`src/rtl/overlay_rom_sequencer_pkg.sv`:
```
// Shared definitions for the overlay ROM sequencer: pixel width, default
// colours and the line-tracking state encoding.
package overlay_rom_sequencer_pkg;

  localparam int RGB_W = 24;

  localparam logic [RGB_W-1:0] DEF_BG_COLOUR  = 24'h000000;
  localparam logic [RGB_W-1:0] DEF_KEY_COLOUR = 24'hff00ff;

  typedef enum logic [1:0] {
    WAIT_FRAME = 2'b00,
    LINE       = 2'b01,
    BLANK      = 2'b10
  } seqState_t;

endpackage

```
`src/rtl/overlay_rom_sequencer_if.sv`:
```
// Image ROM read port: the sequencer drives address/enable, the ROM returns
// pixel data a fixed number of cycles later.
interface overlay_rom_sequencer_if
  import overlay_rom_sequencer_pkg::*;
#(
  parameter int ADDR_W = 12
);

  logic [ADDR_W-1:0] romAddr;
  logic              romRen;
  logic [RGB_W-1:0]  romData;

  modport master (output romAddr, output romRen, input romData);
  modport slave  (input romAddr, input romRen, output romData);

endinterface

```
`src/rtl/overlay_rom_sequencer_delay_line.sv`:
```
// Fixed-depth shift register that clears to zero on reset; used to carry
// data-enable and window flags alongside the ROM read latency.
module delay_line #(
  parameter int WIDTH = 2,
  parameter int DEPTH = 3
) (
  input  logic             clock,
  input  logic             resetN,
  input  logic [WIDTH-1:0] din,
  output logic [WIDTH-1:0] dout
);

  logic [WIDTH-1:0] stage_p [DEPTH];

  always_ff @(posedge clock or negedge resetN) begin
    if (!resetN) begin
      for (int i = 0; i < DEPTH; i++) stage_p[i] <= '0;
    end else begin
      stage_p[0] <= din;
      for (int i = 1; i < DEPTH; i++) stage_p[i] <= stage_p[i-1];
    end
  end

  assign dout = stage_p[DEPTH-1];

endmodule

```
`src/rtl/overlay_rom_sequencer.sv`:
```
// Places a ROM-stored picture as a rectangular window over a background
// colour on the active-video stream, compensating for ROM read latency.
module overlay_rom_sequencer
  import overlay_rom_sequencer_pkg::*;
#(
  parameter int               H_ACTIVE    = 1920,
  parameter int               V_ACTIVE    = 1080,
  parameter int               WIN_X0      = 0,
  parameter int               WIN_Y0      = 0,
  parameter int               WIN_W       = 64,
  parameter int               WIN_H       = 64,
  parameter int               ROM_LATENCY = 2,
  parameter logic [RGB_W-1:0] BG_COLOUR   = DEF_BG_COLOUR,
  parameter bit               KEY_EN      = 1'b0,
  parameter logic [RGB_W-1:0] KEY_COLOUR  = DEF_KEY_COLOUR,
  parameter int               ADDR_W      = $clog2(WIN_W * WIN_H)
) (
  input  logic                      clock,
  input  logic                      resetN,
  input  logic                      frameStart,
  input  logic                      deIn,
  overlay_rom_sequencer_if.master   rom,
  output logic [RGB_W-1:0]          dataOutput,
  output logic                      deOut
);

  localparam int XW = (H_ACTIVE > 1) ? $clog2(H_ACTIVE) : 1;
  localparam int YW = (V_ACTIVE > 1) ? $clog2(V_ACTIVE) : 1;

  localparam logic [XW-1:0]     X_LAST   = XW'(H_ACTIVE - 1);
  localparam logic [XW:0]       X_ORG    = (XW+1)'(WIN_X0);
  localparam logic [XW:0]       X_SPAN   = (XW+1)'(WIN_W);
  localparam logic [YW:0]       Y_ORG    = (YW+1)'(WIN_Y0);
  localparam logic [YW:0]       Y_SPAN   = (YW+1)'(WIN_H);
  localparam logic [YW:0]       Y_END    = (YW+1)'(V_ACTIVE);
  localparam logic [ADDR_W-1:0] ROW_STEP = ADDR_W'(WIN_W);
  localparam logic [ADDR_W-1:0] BASE_MAX = ADDR_W'(WIN_W * (WIN_H - 1));

  function automatic logic [XW-1:0] satInc(input logic [XW-1:0] v);
    return (v == X_LAST) ? v : v + XW'(1);
  endfunction

  function automatic logic yInWin(input logic [YW-1:0] v);
    logic [YW:0] off;
    off = {1'b0, v} - Y_ORG;
    return off < Y_SPAN;
  endfunction

  function automatic logic keyed(input logic [RGB_W-1:0] px);
    return KEY_EN && (px == KEY_COLOUR);
  endfunction

  seqState_t         state, stateNext;
  logic [XW-1:0]     x, xNext, pixX;
  logic              xOver, xOverNext, pixOver;
  logic [YW-1:0]     y, yNext, pixY;
  logic [ADDR_W-1:0] rowBase, baseNext, pixBase;
  logic [XW:0]       xOff;
  logic [YW:0]       yOff;
  logic              pixValid, inWin, lastLine;

  assign lastLine = ({1'b0, y} + (YW+1)'(1)) == Y_END;

  // Current pixel position: frameStart overrides whatever the tracker held,
  // and a deIn rise in BLANK already belongs to the next line.
  always_comb begin
    stateNext = state;
    xNext     = x;
    xOverNext = xOver;
    yNext     = y;
    baseNext  = rowBase;
    pixValid  = 1'b0;
    pixX      = x;
    pixOver   = xOver;
    pixY      = y;
    pixBase   = rowBase;
    if (frameStart) begin
      stateNext = LINE;
      pixValid  = deIn;
      pixX      = '0;
      pixOver   = 1'b0;
      pixY      = '0;
      pixBase   = '0;
      xNext     = '0;
      xOverNext = 1'b0;
      yNext     = '0;
      baseNext  = '0;
    end else begin
      unique case (state)
        WAIT_FRAME: begin
        end
        LINE: begin
          if (deIn) begin
            pixValid = 1'b1;
          end else begin
            stateNext = BLANK;
            xNext     = '0;
            xOverNext = 1'b0;
          end
        end
        BLANK: begin
          if (deIn) begin
            if (lastLine) begin
              stateNext = WAIT_FRAME;
            end else begin
              stateNext = LINE;
              pixValid  = 1'b1;
              pixX      = '0;
              pixOver   = 1'b0;
              pixY      = y + YW'(1);
              pixBase   = (yInWin(y) && rowBase < BASE_MAX) ? rowBase + ROW_STEP : rowBase;
              yNext     = pixY;
              baseNext  = pixBase;
            end
          end
        end
        default: stateNext = WAIT_FRAME;
      endcase
    end
    if (pixValid) begin
      xNext     = satInc(pixX);
      xOverNext = pixOver | (pixX == X_LAST);
    end
    xOff  = {1'b0, pixX} - X_ORG;
    yOff  = {1'b0, pixY} - Y_ORG;
    inWin = pixValid && !pixOver && (xOff < X_SPAN) && (yOff < Y_SPAN);
  end

  // Stage p0: position tracker and registered ROM request
  always_ff @(posedge clock or negedge resetN) begin
    if (!resetN) begin
      state       <= WAIT_FRAME;
      x           <= '0;
      xOver       <= 1'b0;
      y           <= '0;
      rowBase     <= '0;
      rom.romRen  <= 1'b0;
      rom.romAddr <= '0;
    end else begin
      state      <= stateNext;
      x          <= xNext;
      xOver      <= xOverNext;
      y          <= yNext;
      rowBase    <= baseNext;
      rom.romRen <= inWin;
      if (inWin) rom.romAddr <= pixBase + ADDR_W'(xOff);
    end
  end

  // Stage p1: enable/window flags aligned with returning ROM data
  logic [1:0] aligned_p1;
  logic       vld_p1, win_p1;

  delay_line #(
    .WIDTH (2),
    .DEPTH (ROM_LATENCY + 1)
  ) u_align (
    .clock  (clock),
    .resetN (resetN),
    .din    ({deIn, inWin}),
    .dout   (aligned_p1)
  );

  assign vld_p1 = aligned_p1[1];
  assign win_p1 = aligned_p1[0];

  // Stage p2: output mux register
  always_ff @(posedge clock or negedge resetN) begin
    if (!resetN) begin
      dataOutput <= BG_COLOUR;
      deOut      <= 1'b0;
    end else begin
      deOut      <= vld_p1;
      dataOutput <= (vld_p1 && win_p1 && !keyed(rom.romData)) ? rom.romData : BG_COLOUR;
    end
  end

endmodule
```
`src/flat_wrapper.sv`:
```
// flat-port wrapper written by rule: the top's interface ports become plain ports
module overlay_rom_sequencer_flat import overlay_rom_sequencer_pkg::*;
#(
  parameter int               H_ACTIVE    = 1920,
  parameter int               V_ACTIVE    = 1080,
  parameter int               WIN_X0      = 0,
  parameter int               WIN_Y0      = 0,
  parameter int               WIN_W       = 64,
  parameter int               WIN_H       = 64,
  parameter int               ROM_LATENCY = 2,
  parameter logic [RGB_W-1:0] BG_COLOUR   = DEF_BG_COLOUR,
  parameter bit               KEY_EN      = 1'b0,
  parameter logic [RGB_W-1:0] KEY_COLOUR  = DEF_KEY_COLOUR,
  parameter int               ADDR_W      = $clog2(WIN_W * WIN_H)
)
  (clock, resetN, frameStart, deIn, dataOutput, deOut, rom_romAddr, rom_romRen, rom_romData);
  overlay_rom_sequencer_if #(.ADDR_W(ADDR_W)) rom_i ();
  input  logic clock;
  input  logic resetN;
  input  logic frameStart;
  input  logic deIn;
  output logic [RGB_W-1:0] dataOutput;
  output logic deOut;
  output wire logic [$bits(rom_i.romAddr)-1:0] rom_romAddr;
  output wire logic [$bits(rom_i.romRen)-1:0] rom_romRen;
  input wire logic [$bits(rom_i.romData)-1:0] rom_romData;
  assign rom_romAddr = rom_i.romAddr;
  assign rom_romRen = rom_i.romRen;
  assign rom_i.romData = rom_romData;
  overlay_rom_sequencer #(.H_ACTIVE(H_ACTIVE), .V_ACTIVE(V_ACTIVE), .WIN_X0(WIN_X0), .WIN_Y0(WIN_Y0), .WIN_W(WIN_W), .WIN_H(WIN_H), .ROM_LATENCY(ROM_LATENCY), .BG_COLOUR(BG_COLOUR), .KEY_EN(KEY_EN), .KEY_COLOUR(KEY_COLOUR), .ADDR_W(ADDR_W)) u_core (.clock(clock), .resetN(resetN), .frameStart(frameStart), .deIn(deIn), .rom(rom_i), .dataOutput(dataOutput), .deOut(deOut));
endmodule
```
`config.mk`:
```
export PLATFORM = sky130hd
export DESIGN_NAME = overlay_rom_sequencer_flat
export DESIGN_NICKNAME = d
export VERILOG_FILES = /design/src/rtl/overlay_rom_sequencer_pkg.sv /design/src/rtl/overlay_rom_sequencer_if.sv /design/src/rtl/overlay_rom_sequencer_delay_line.sv /design/src/rtl/overlay_rom_sequencer.sv /design/src/flat_wrapper.sv
export SDC_FILE = /design/constraint.sdc
export NUM_CORES = 1
export LEC_CHECK = 0
export BUFFER_PORTS_ARGS = -buffer_cell sky130_fd_sc_hd__buf_2
export CORE_ASPECT_RATIO = 2
export CORE_MARGIN = 2
export CORE_UTILIZATION = 24
export CTS_BUF_LIST = sky130_fd_sc_hd__clkbuf_16
export CTS_CLUSTER_DIAMETER = 120
export DETAILED_ROUTE_END_ITERATION = 12
export MAX_ROUTING_LAYER = met4
export SYNTH_ARGS = -nofsm -noshare
export SYNTH_HDL_FRONTEND = slang
export SYNTH_SLANG_ARGS = --single-unit
```
`constraint.sdc`:
```
create_clock -name clock -period 7.65 [get_ports clock]
set_input_delay 1.1475 -clock clock [delete_from_list [all_inputs] [get_ports clock]]
set_output_delay 1.1475 -clock clock [all_outputs]
set_load 0.005 [all_outputs]
```
### Word-level counts from Yosys, hierarchy flattened

Cells that the tools add are included.

| storage, ports and cells | value |
|---|---|
| logic and storage cells | 77 |
| bits in latches | 0 |
| ROM bits | 0 |
| memory bits (writable) | 0 |
| register bits after elaboration | 81 |
| memories | 0 |

| operators by class | value |
|---|---|
| bitwise operators | 1 |
| muxes and demuxes | 37 |
| div/mod/pow operators | 0 |
| shift operators | 0 |
| reductions and logical operators | 10 |
| $add $sub $neg | 5 |
| magnitude comparators | 4 |
| eq/ne operators | 8 |
| multiply operators | 0 |

Operators with widths:

| operator | count |
|---|---|
| 11-bit 2-to-1 mux | 13 |
| 12-bit 2-to-1 mux | 5 |
| 11-bit by 7-bit < comparator with 1-bit output (second input constant) | 3 |
| 24-bit 2-to-1 mux | 1 |
| 11-bit by 1-bit adder with 11-bit output (second input constant) | 2 |
| 1-bit 2-to-1 mux | 13 |
| 11-bit by 1-bit adder with 12-bit output (second input constant) | 1 |
| 12-bit by 11-bit adder with 12-bit output | 1 |
| 12-bit by 7-bit adder with 12-bit output (second input constant) | 1 |
| 12-bit by 11-bit equality test with 1-bit output (second input constant) | 1 |
| 12-bit < comparator (second input constant) | 1 |
| 11-bit equality test (second input constant) | 1 |
| 2-bit 2-to-1 mux | 3 |
| 3-bit != test (second input constant) | 2 |
| 2-bit one-hot mux with 3 select lines | 1 |
| 1-bit logical AND | 5 |
| 3-bit by 2-bit != test with 1-bit output (second input constant) | 1 |
| 3-bit AND reduction | 1 |
| 3-bit nonzero test | 1 |
| 2-bit by 1-bit equality test with 1-bit output (second input constant) | 1 |
| 2-bit equality test (second input constant) | 1 |
| 2-bit zero test | 1 |
| 2-bit != test (second input constant) | 1 |
| 1-bit one-hot mux with 2 select lines | 1 |
| 3 further kinds | 3 |

### Logic depth before layout (Yosys ltp)

Gate-level depths: netlist of the first run.

| depth | value |
|---|---|
| word-level depth | 10 |
| gate-level depth with buffers | 18 |
| depth with buffers taken out | 17 |

### By module

Synthesis of the first run repeated with hierarchy kept, for this count alone.

| unflattened totals | value |
|---|---|
| cell total of the unflattened synthesis | 377 |
| area, all modules | 4035.1 µm² |

Modules (own cells, without submodules):

| module | area each (µm²) | cells an instance | instances |
|---|---|---|---|
| overlay_rom_sequencer | 3870.0 | 369 | 1 |
| delay_line | 165.2 | 8 | 1 |

### Least setup slack after synthesis of the first run

OpenSTA, ideal clock, no wires.

| path | value |
|---|---|
| path kind | register to register |
| from | register u_core.y[0] |
| to | register u_core.rom.romAddr[11] |
| arrival time | 4389 ps |
| setup time | 125 ps |
| slack | 3136 ps |
| path buffers | 2 |
| clock period less this slack | 4514 ps |
| cell stages (with the launch flop) | 18 |
| required time | 7525 ps |
| path through | dfrtp_1 -> ha_1 -> and4_1 -> buf_6 -> a211o_1 -> a2111oi_4 -> a31o_2 -> clkbuf_1 -> and3_1 -> ha_1 -> a21o_1 -> a21o_1 -> a2111oi_0 -> o311ai_0 -> a21oi_1 -> o21bai_1 -> xor2_1 -> mux2_4 |

| on the way | value |
|---|---|
| cells in the longest elaborated chain, start to end | 10 |
| elaborated cells on any way between the ends | 33 |

Ends and longest elaborated chain:

| element | RTL line | source |
|---|---|---|
| start: declaration | overlay_rom_sequencer.sv:56 | `logic [YW-1:0] y, yNext, pixY;` |
| start signal: assignment | overlay_rom_sequencer.sv:143 | `y <= yNext;` |
| branches (longest 10 deep; another with 11-bit by 1-bit adder with 12-bit output) | n/a |  |
| end signal: assignment | overlay_rom_sequencer.sv:146 | `if (inWin) rom.romAddr <= pixBase + ADDR_W'(xOff);` |
| end: declaration | overlay_rom_sequencer_if.sv:13 | `modport master (output romAddr, output romRen, input romData);` |

Parallel ways; which one is timed is not known.
A chain may end at the register's enable or synchronous reset.

### Worst setup path after layout of the first run

Same ends and word-level chain as after synthesis.

==> impl_results.md, run 1 <==
- Starting density of the core: 24.4%
- Initial drt markers: between 100 and 150
- Fill count: around 1800
- Period utilisation layout: 61.7%
- Vias in the first global route: between 3000 and 4000
- Setup crit start: u_core.y[0]
- Synth Register Bits: 80
- Crit Reg-Reg Startpoint: u_core.y[0]
- CP Max Fanout: 16
- Cell Count, Final, Fillers Out: about 670
- FMAX: roughly 0.21 GHz
- Yosys Warn Count: 0
- Clock buffer depth: 2
- Synth area leader: dfrtp_1
- Largest net degree at the start of global routing: roughly 80
- Lkg Pwr: about 2.5 nW
- Tot GR Track Use: about 11%
- Via count: 3112
- # hold bufs at CTS: 0
- DRC: 0
- MaxCap Viol Count: 0
- EDFF count, synth: 0
- Pre-Repair DR Iteration Count: 4
- H-tree levels: 3
- Layout cells sized above 1: 21.4%
- Clock transition at the registers of the reported paths: about 0.060 ns
- Die Ht: 189 microns
- Crit path max-delay cell type: a2111oi_0
- Endpoints failing setup: 0
- IO buf count: between 60 and 70
- Placer Congestion: 0.816
- Fraction of registers with async set or reset after synthesis: 100%
- Relative slew slack: approximately 32%
- # Post-CTS Setup Buffers: 0
- Worst Path Arrival: about 4.9 ns
- Final Slew Violations: 0
- Area growth from synthesis to layout: 19.3%
- Number of library cell types mapped by synthesis: between 50 and 60
- Total power per unit cell area: about 220 mW/mm^2
- Syn_area_per_cell: ~10 sq um
- Final HPWL DP: a little under 7000 microns
- IO Count: 66
- Latest clock arrival within the worst-skew pair: about 0.33 ns
- Register area share after synthesis: 48.9%
- Syn nets: about 440
- CORE AREA: 0.0168 sq mm
- Minimum clock period: 4.72 ns
- Fin nets: 500
- Placed cells: ~650
- Startpoint types: flop
- Setup slack after layout: approximately 2.9 ns
- Root buffer cell: clkbuf_16
- Area fraction of the dominant cell type after synthesis: about half
- Drt wl/cell: 14.1 microns
- Initial antenna violation count: 0
- Top post-synthesis cells by count: dfrtp_1 (80), and3_1 (42), nor2_1 (37)
- CTS tree: built
- PostCTS Resize Cnt: 0
- First-pass GRT wire length: around 15000 microns
- Final ANT Viol Nets: 0
- CTS Buf Count: 9
- Final hold violations: 0
- Post-synthesis cell area: a little over 0.004 sq mm
- GR Overflow Total: 0
- Site Rows: between 60 and 70
- Ant diodes: 0
- Via/cell ratio: roughly 4.7
- DIE AREA: roughly 0.018 sq mm
- RSZ-0062 raised after global routing: no
- Hold Path Origin: u_core.u_align.stage_p[5]
- TNS Setup: 0 ns
- Slowest stage delay, CP: 0.52 ns
- Die Wd: a little under 100 microns
- WP data required: around 7.9 ns
- Worst Tran Pin Value: between 1 and 1.5 ns
- WS Path Type: reg2reg
- Status: finished, final reports clean
- Top post-synthesis cells by area: dfrtp_1 (49%), and3_1 (6.4%), ha_1 (5.5%)
- Layout Skew: just over 0.01 ns
- Clk sinks: 80
- Crit path cell chain: ha_1, and4_1, a211o_1, a2111oi_4, a31o_2, and3_1, ha_1, a21o_1, a21o_1, a2111oi_0, o311ai_0, a21oi_1, o21bai_1, xor2_1, mux2_4
- Peak VDD IR: roughly 130 uV
- Most frequent cell after synthesis: dfrtp_1
- Cells after Synth: 395
- Place WS: about 2.8 ns
- WL final: between 9000 and 10000 microns
- Synth Flop Type: dfrtp_1
- Critical Path End Type: flop
- HP Class: reg2reg
state kept, by name, summed over array words and instances, names as in the netlist:
register,cells
u_core.dataOutput,24
u_core.rom.romAddr,12
u_core.rowBase,12
u_core.x,11
u_core.y,11
u_core.u_align.stage_p,4
u_core.state,2
u_core.u_align.dout,2
u_core.deOut,1
u_core.xOver,1
report_power, final:
group          switching [W]  total (W)  internal, W
registers          0.0000218   0.000473     0.000451
clock network       0.000174   0.000424     0.000250
logic              0.0000923   0.000162    0.0000693
total               0.000288    0.00106     0.000770
worst paths after layout:
check | endpoint | slack (ns) | depth (start not counted)
worst max-delay path | u_core.rom.romAddr[11] | 2.93 | 15
worst min-delay path | u_core.u_align.stage_p[3] | 0.35 | 0
worst max register to register | u_core.rom.romAddr[11] | 2.93 | 15
worst min register to register | u_core.u_align.stage_p[3] | 0.35 | 0
max in group asynchronous | u_core.u_align.dout[1] | 5.99 | 1
min in group asynchronous | u_core.dataOutput[9] | 0.99 | 1
cells by family after synthesis:
group | count (synthesis) | share of synthesized area [%]
XOR/XNOR | 23 | 4.92
flip-flops | 80 | 48.9
buffers and inverters | 34 | 3.58
adder cells (fa/ha/maj) | 19 | 6.00
AO/OA/AOI/OAI | 68 | 11.6
multiplexers | 19 | 5.63
AND/OR/NAND/NOR | 152 | 19.3
area by class of cell:
cell class / count / area, sq um / area share, %
clock buffer: 9 / 225 / 4.62
clock inverter: 7 / 63.8 / 1.31
inverter: 16 / 60.1 / 1.23
multi-input combinational: 281 / 1940 / 39.8
sequential: 80 / 2000 / 41.0
tap: 207 / 259 / 5.31
timing repair buffer: 65 / 328 / 6.72
metal layers:
layer	wire length, microns	GRT usage (%)
met1	3490	10.5
met2	5360	21.1
met3	396	1.72
met4	149	5.25
met5	0	-
stage by stage:
stage          instance area (sq um)  total power [W]  hold slack [ns]  utilization, %
6_report                        4880          0.00106            0.352            29.1
4_1_cts                         4880          0.00108            0.353            29.1
2_1_floorplan                   4090         0.000587            0.331               -
5_1_grt                         4880          0.00112            0.365            29.1
3_3_place_gp                    4590         0.000639            0.335            27.4
3_5_place_dp                    4590         0.000645            0.339            27.4
worst max-delay path: cells and delay by family, from the launching register on:
family | cells | cell delay (ns)
AOI/OAI and AO/OA | 9 | 2.69
adders and majority gates | 2 | 0.53
and+or+nand+nor | 2 | 0.52
DFF | 1 | 0.46
muxes | 1 | 0.27
xor gates and xnor gates | 1 | 0.14
cell usage in the layout, fill, tap and decap left out, types with 3 or more instances in the layout:
| master | n |
|---|---|
| and3_1 | 42 |
| dfrtp_1 | 80 |
| or3_1 | 3 |
| mux2_4 | 7 |
| nand3_1 | 13 |
| a31oi_1 | 5 |
| nor4_1 | 4 |
| ha_1 | 18 |
| a21o_1 | 4 |
| buf_2 | 64 |
| inv_1 | 15 |
| nor2_1 | 37 |
| nand2_1 | 24 |
| xor2_1 | 12 |
| mux2i_1 | 8 |
| a21oi_1 | 24 |
| clkbuf_16 | 9 |
| o21ai_0 | 14 |
| nor3_1 | 5 |
| xnor2_1 | 11 |
| nand4_1 | 6 |
| nor2b_1 | 9 |
| mux2_2 | 4 |
No activity file was read; power rests on OpenSTA's default activity.
==> run 2, diff against run 1 <==
--- a/config.mk
+++ b/config.mk
@@ -5,6 +5,7 @@
 export SDC_FILE = /design/constraint.sdc
 export NUM_CORES = 1
 export LEC_CHECK = 0
+export ABC_AREA = 1
 export BUFFER_PORTS_ARGS = -buffer_cell sky130_fd_sc_hd__buf_2
 export CORE_ASPECT_RATIO = 2
 export CORE_MARGIN = 2
==> constraint.sdc (replaced) <==
create_clock -name clock -period 4.8 [get_ports clock]
set_input_delay 0.72 -clock clock [delete_from_list [all_inputs] [get_ports clock]]
set_output_delay 0.72 -clock clock [all_outputs]
set_load 0.005 [all_outputs]
==> impl_results.md, run 2 <==
- Status: finished, final reports clean (unchanged)
- FMAX: 0.271 GHz (was 0.212 GHz)
- Fin nets: 680 (was 500)
- Synth Register Bits: 80 (unchanged)
- CTS tree: built (unchanged)
- Initial antenna violation count: 0 (unchanged)
- PostCTS Resize Cnt: 0 (unchanged)
- Largest regs: u_core.dataOutput (24), u_core.rom.romAddr (12), u_core.rowBase (12) (unchanged)
- Site Rows: 70 (was 67)
- Clock transition at the registers of the reported paths: 0.06 ns (about the same)
- HP Class: in2async (was reg2reg)
- Placed cells: 838 (was 649)
- Pre-Repair DR Iteration Count: 4 (unchanged)
- Syn nets: 617 (was 442)
- Clock buffer depth: 2 (unchanged)
- Cells after Synth: 570 (was 395)
- Internal reg-to-reg setup slack: 1.11 ns (was 2.93 ns)
- Peak VDD IR: 160 uV (was 126 uV)
- Placer Congestion: 0.930 (was 0.816)
- CP Max Fanout: 9 (was 16)
- Synth area leader: dfrtp_1 (unchanged)
- Endpoints failing setup: 0 (unchanged)
- DIE AREA: 0.0200 sq mm (was 0.0182 sq mm)
- Clk sinks: 80 (unchanged)
- Most common cell after layout, fill and taps aside: nand2_1 (was dfrtp_1)
- # hold bufs at CTS: 0 (unchanged)
- Most frequent cell after synthesis: nand2_1 (was dfrtp_1)
- Post-synthesis cell area: 0.00451 sq mm (was 0.00409 sq mm)
- Tot GR Track Use: 12.4% (was 11.2%)
- Fraction of registers with async set or reset after synthesis: 100% (unchanged)
- Area fraction of the dominant cell type after synthesis: 44.4% (was 48.9%)
- Root buffer cell: clkbuf_16 (unchanged)
- Ant diodes: 0 (unchanged)
- DRC: 0 (unchanged)
- # Post-CTS Setup Buffers: 0 (unchanged)
- Max FFs per register: 24 (unchanged)
- Startpoint types: flop (unchanged)
- Drt wl/cell: 13.6 microns (was 14.1 microns)
- Final HPWL DP: 9020 microns (was 6830 microns)
- CTS Buf Count: 9 (unchanged)
- Die Ht: 198 microns (was 189 microns)
- WP data required: 5.08 ns (was 7.86 ns)
- GR Overflow Total: 0 (unchanged)
- WS Path Type: reg2reg (unchanged)
- Register area: 0.00200 sq mm (unchanged)
- Via/cell ratio: 4.53 (was 4.68)
- EDFF count, synth: 0 (unchanged)
- Layout cells sized above 1: 17.6% (was 21.4%)
- Fill count: 1934 (was 1782)
- Worst Tran Pin Value: 0.990 ns (was 1.02 ns)
- Commonest non-fill, non-tap cells in the layout: nand2_1 (141), inv_1 (94), dfrtp_1 (80) (was dfrtp_1 (80), buf_2 (64), and3_1 (42))
- IO Count: 66 (unchanged)
- Area growth from synthesis to layout: 18.2% (was 19.3%)
- Worst Path Arrival: 3.96 ns (was 4.93 ns)
- MaxCap Viol Count: 0 (unchanged)
- Register area share after synthesis: 44.4% (was 48.9%)
- First-pass GRT wire length: 18500 microns (was 15400 microns)
- Relative slew slack: 34.0% (was 32.2%)
- Vias in the first global route: 3878 (was 3246)
- Top reg by flops: u_core.dataOutput (unchanged)
- Final hold violations: 0 (unchanged)
- Multi-input gate area in the final layout: 0.00205 sq mm (was 0.00194 sq mm)
- Top post-synthesis cells by area: dfrtp_1 (44%), nand2_1 (12%), inv_1 (7.8%) (was dfrtp_1 (49%), and3_1 (6.4%), ha_1 (5.5%))
- Critical Path End Type: flop (unchanged)
- IO buf count: 65 (unchanged)
- Period utilisation layout: 76.8% (was 61.7%)
- CORE AREA: 0.0183 sq mm (was 0.0168 sq mm)
- Final Slew Violations: 0 (unchanged)
- Starting density of the core: 24.6% (was 24.4%)
- TNS Setup: 0 ns (unchanged)
- RSZ-0062 raised after global routing: no (unchanged)
- Top post-synthesis cells by count: nand2_1 (141), inv_1 (94), dfrtp_1 (80) (was dfrtp_1 (80), and3_1 (42), nor2_1 (37))
- Die Wd: 101 microns (was 96.3 microns)
- Lkg Pwr: 2.94 nW (was 2.54 nW)
- Layout Skew: 0.00987 ns (was 0.0101 ns)
- Number of library cell types mapped by synthesis: 38 (was 53)
- Syn_area_per_cell: 7.91 sq um (was 10.4 sq um)
- Via count: 3870 (was 3112)
- Minimum clock period: 3.69 ns (was 4.72 ns)
- Initial drt markers: 261 (was 110)
- Yosys Warn Count: 0 (unchanged)
- Largest net degree at the start of global routing: 50 (was 81)
- WL final: 11600 microns (was 9400 microns)
- Final ANT Viol Nets: 0 (unchanged)
- H-tree levels: 3 (unchanged)
- Cell Count, Final, Fillers Out: 854 (was 665)
- Latest clock arrival within the worst-skew pair: 0.34 ns (was 0.33 ns)
- Synth Flop Type: dfrtp_1 (unchanged)
- Total power per unit cell area: 359 mW/mm^2 (was 217 mW/mm^2)
[run 2: worst paths after layout]
path,start,endpoint,cells past startpoint
max,u_core.y[0],u_core.rom.romAddr[9],23
max reg2reg,u_core.y[0],u_core.rom.romAddr[9],23
min in group clock,u_core.u_align.stage_p[3],u_core.u_align.dout[1],0
min,resetN,u_core.x[10],1
min reg2reg,u_core.u_align.stage_p[3],u_core.u_align.dout[1],0
max in group asynchronous,resetN,u_core.x[9],2
[run 2: metal layers]
layer  vias up  GRT usage, %  wire [microns]
met5         -             -               0
met4         0          8.06             621
met3        34          1.94             285
met2        75          23.5            6730
met1      1810          11.0            3990
li1       1951             -               -
[run 2: per-stage QoR]
stage	utilization (%)	total power, W	area, sq um	hold slack, ns	worst slack (ns)
2_1_floorplan	-	0.00110	4510	0.331	1.67
3_3_place_gp	27.5	0.00124	5030	0.334	0.800
3_5_place_dp	27.5	0.00125	5030	0.337	0.819
4_1_cts	29.1	0.00194	5330	0.319	1.08
5_1_grt	29.1	0.00202	5330	0.342	0.615
6_report	29.1	0.00191	5330	0.314	1.11
[run 2: worst max-delay path, cell delays in order (launching register included)]
cell	delay, ns
dfrtp_1	0.40
ha_1	0.22
nand2_2	0.09
nor2_4	0.17
nand2_2	0.08
nand2_1	0.06
nand2_1	0.06
nand2_1	0.08
nor2_2	0.05
nand2_1	0.10
nand3_2	0.14
inv_1	0.17
nand2_1	0.19
o21ai_0	0.20
a21oi_1	0.08
ha_1	0.39
a21oi_1	0.16
o21ai_0	0.15
a21oi_1	0.23
nor2_1	0.07
nor2_1	0.12
xnor2_1	0.16
nand4_1	0.14
nand2_1	0.12
[run 2: where the power goes]
group          switching (W)  total, W  leakage, nW  internal [W]
Sequential         0.0000422  0.000790         1.09      0.000748
Clock               0.000282  0.000684        0.137      0.000402
Combinational       0.000297  0.000436         1.71      0.000139
[run 2: logic make-up after synthesis]
family	synth area share, %
xor gates and xnor gates	2.14
adders and majority gates	5.44
muxes	0.222
buffers and inverters	10.1
and+or+nand+nor	31.1
DFF	44.4
AOI/OAI and AO/OA	6.55
[run 2: layout make-up]
type                       count  area share, %
sequential                    80           37.6
multi-input combinational    379           38.5
clock buffer                   9           4.23
inverter                      94           6.62
tap                          216           5.07
clock inverter                 7           1.32
timing repair buffer          69           6.72
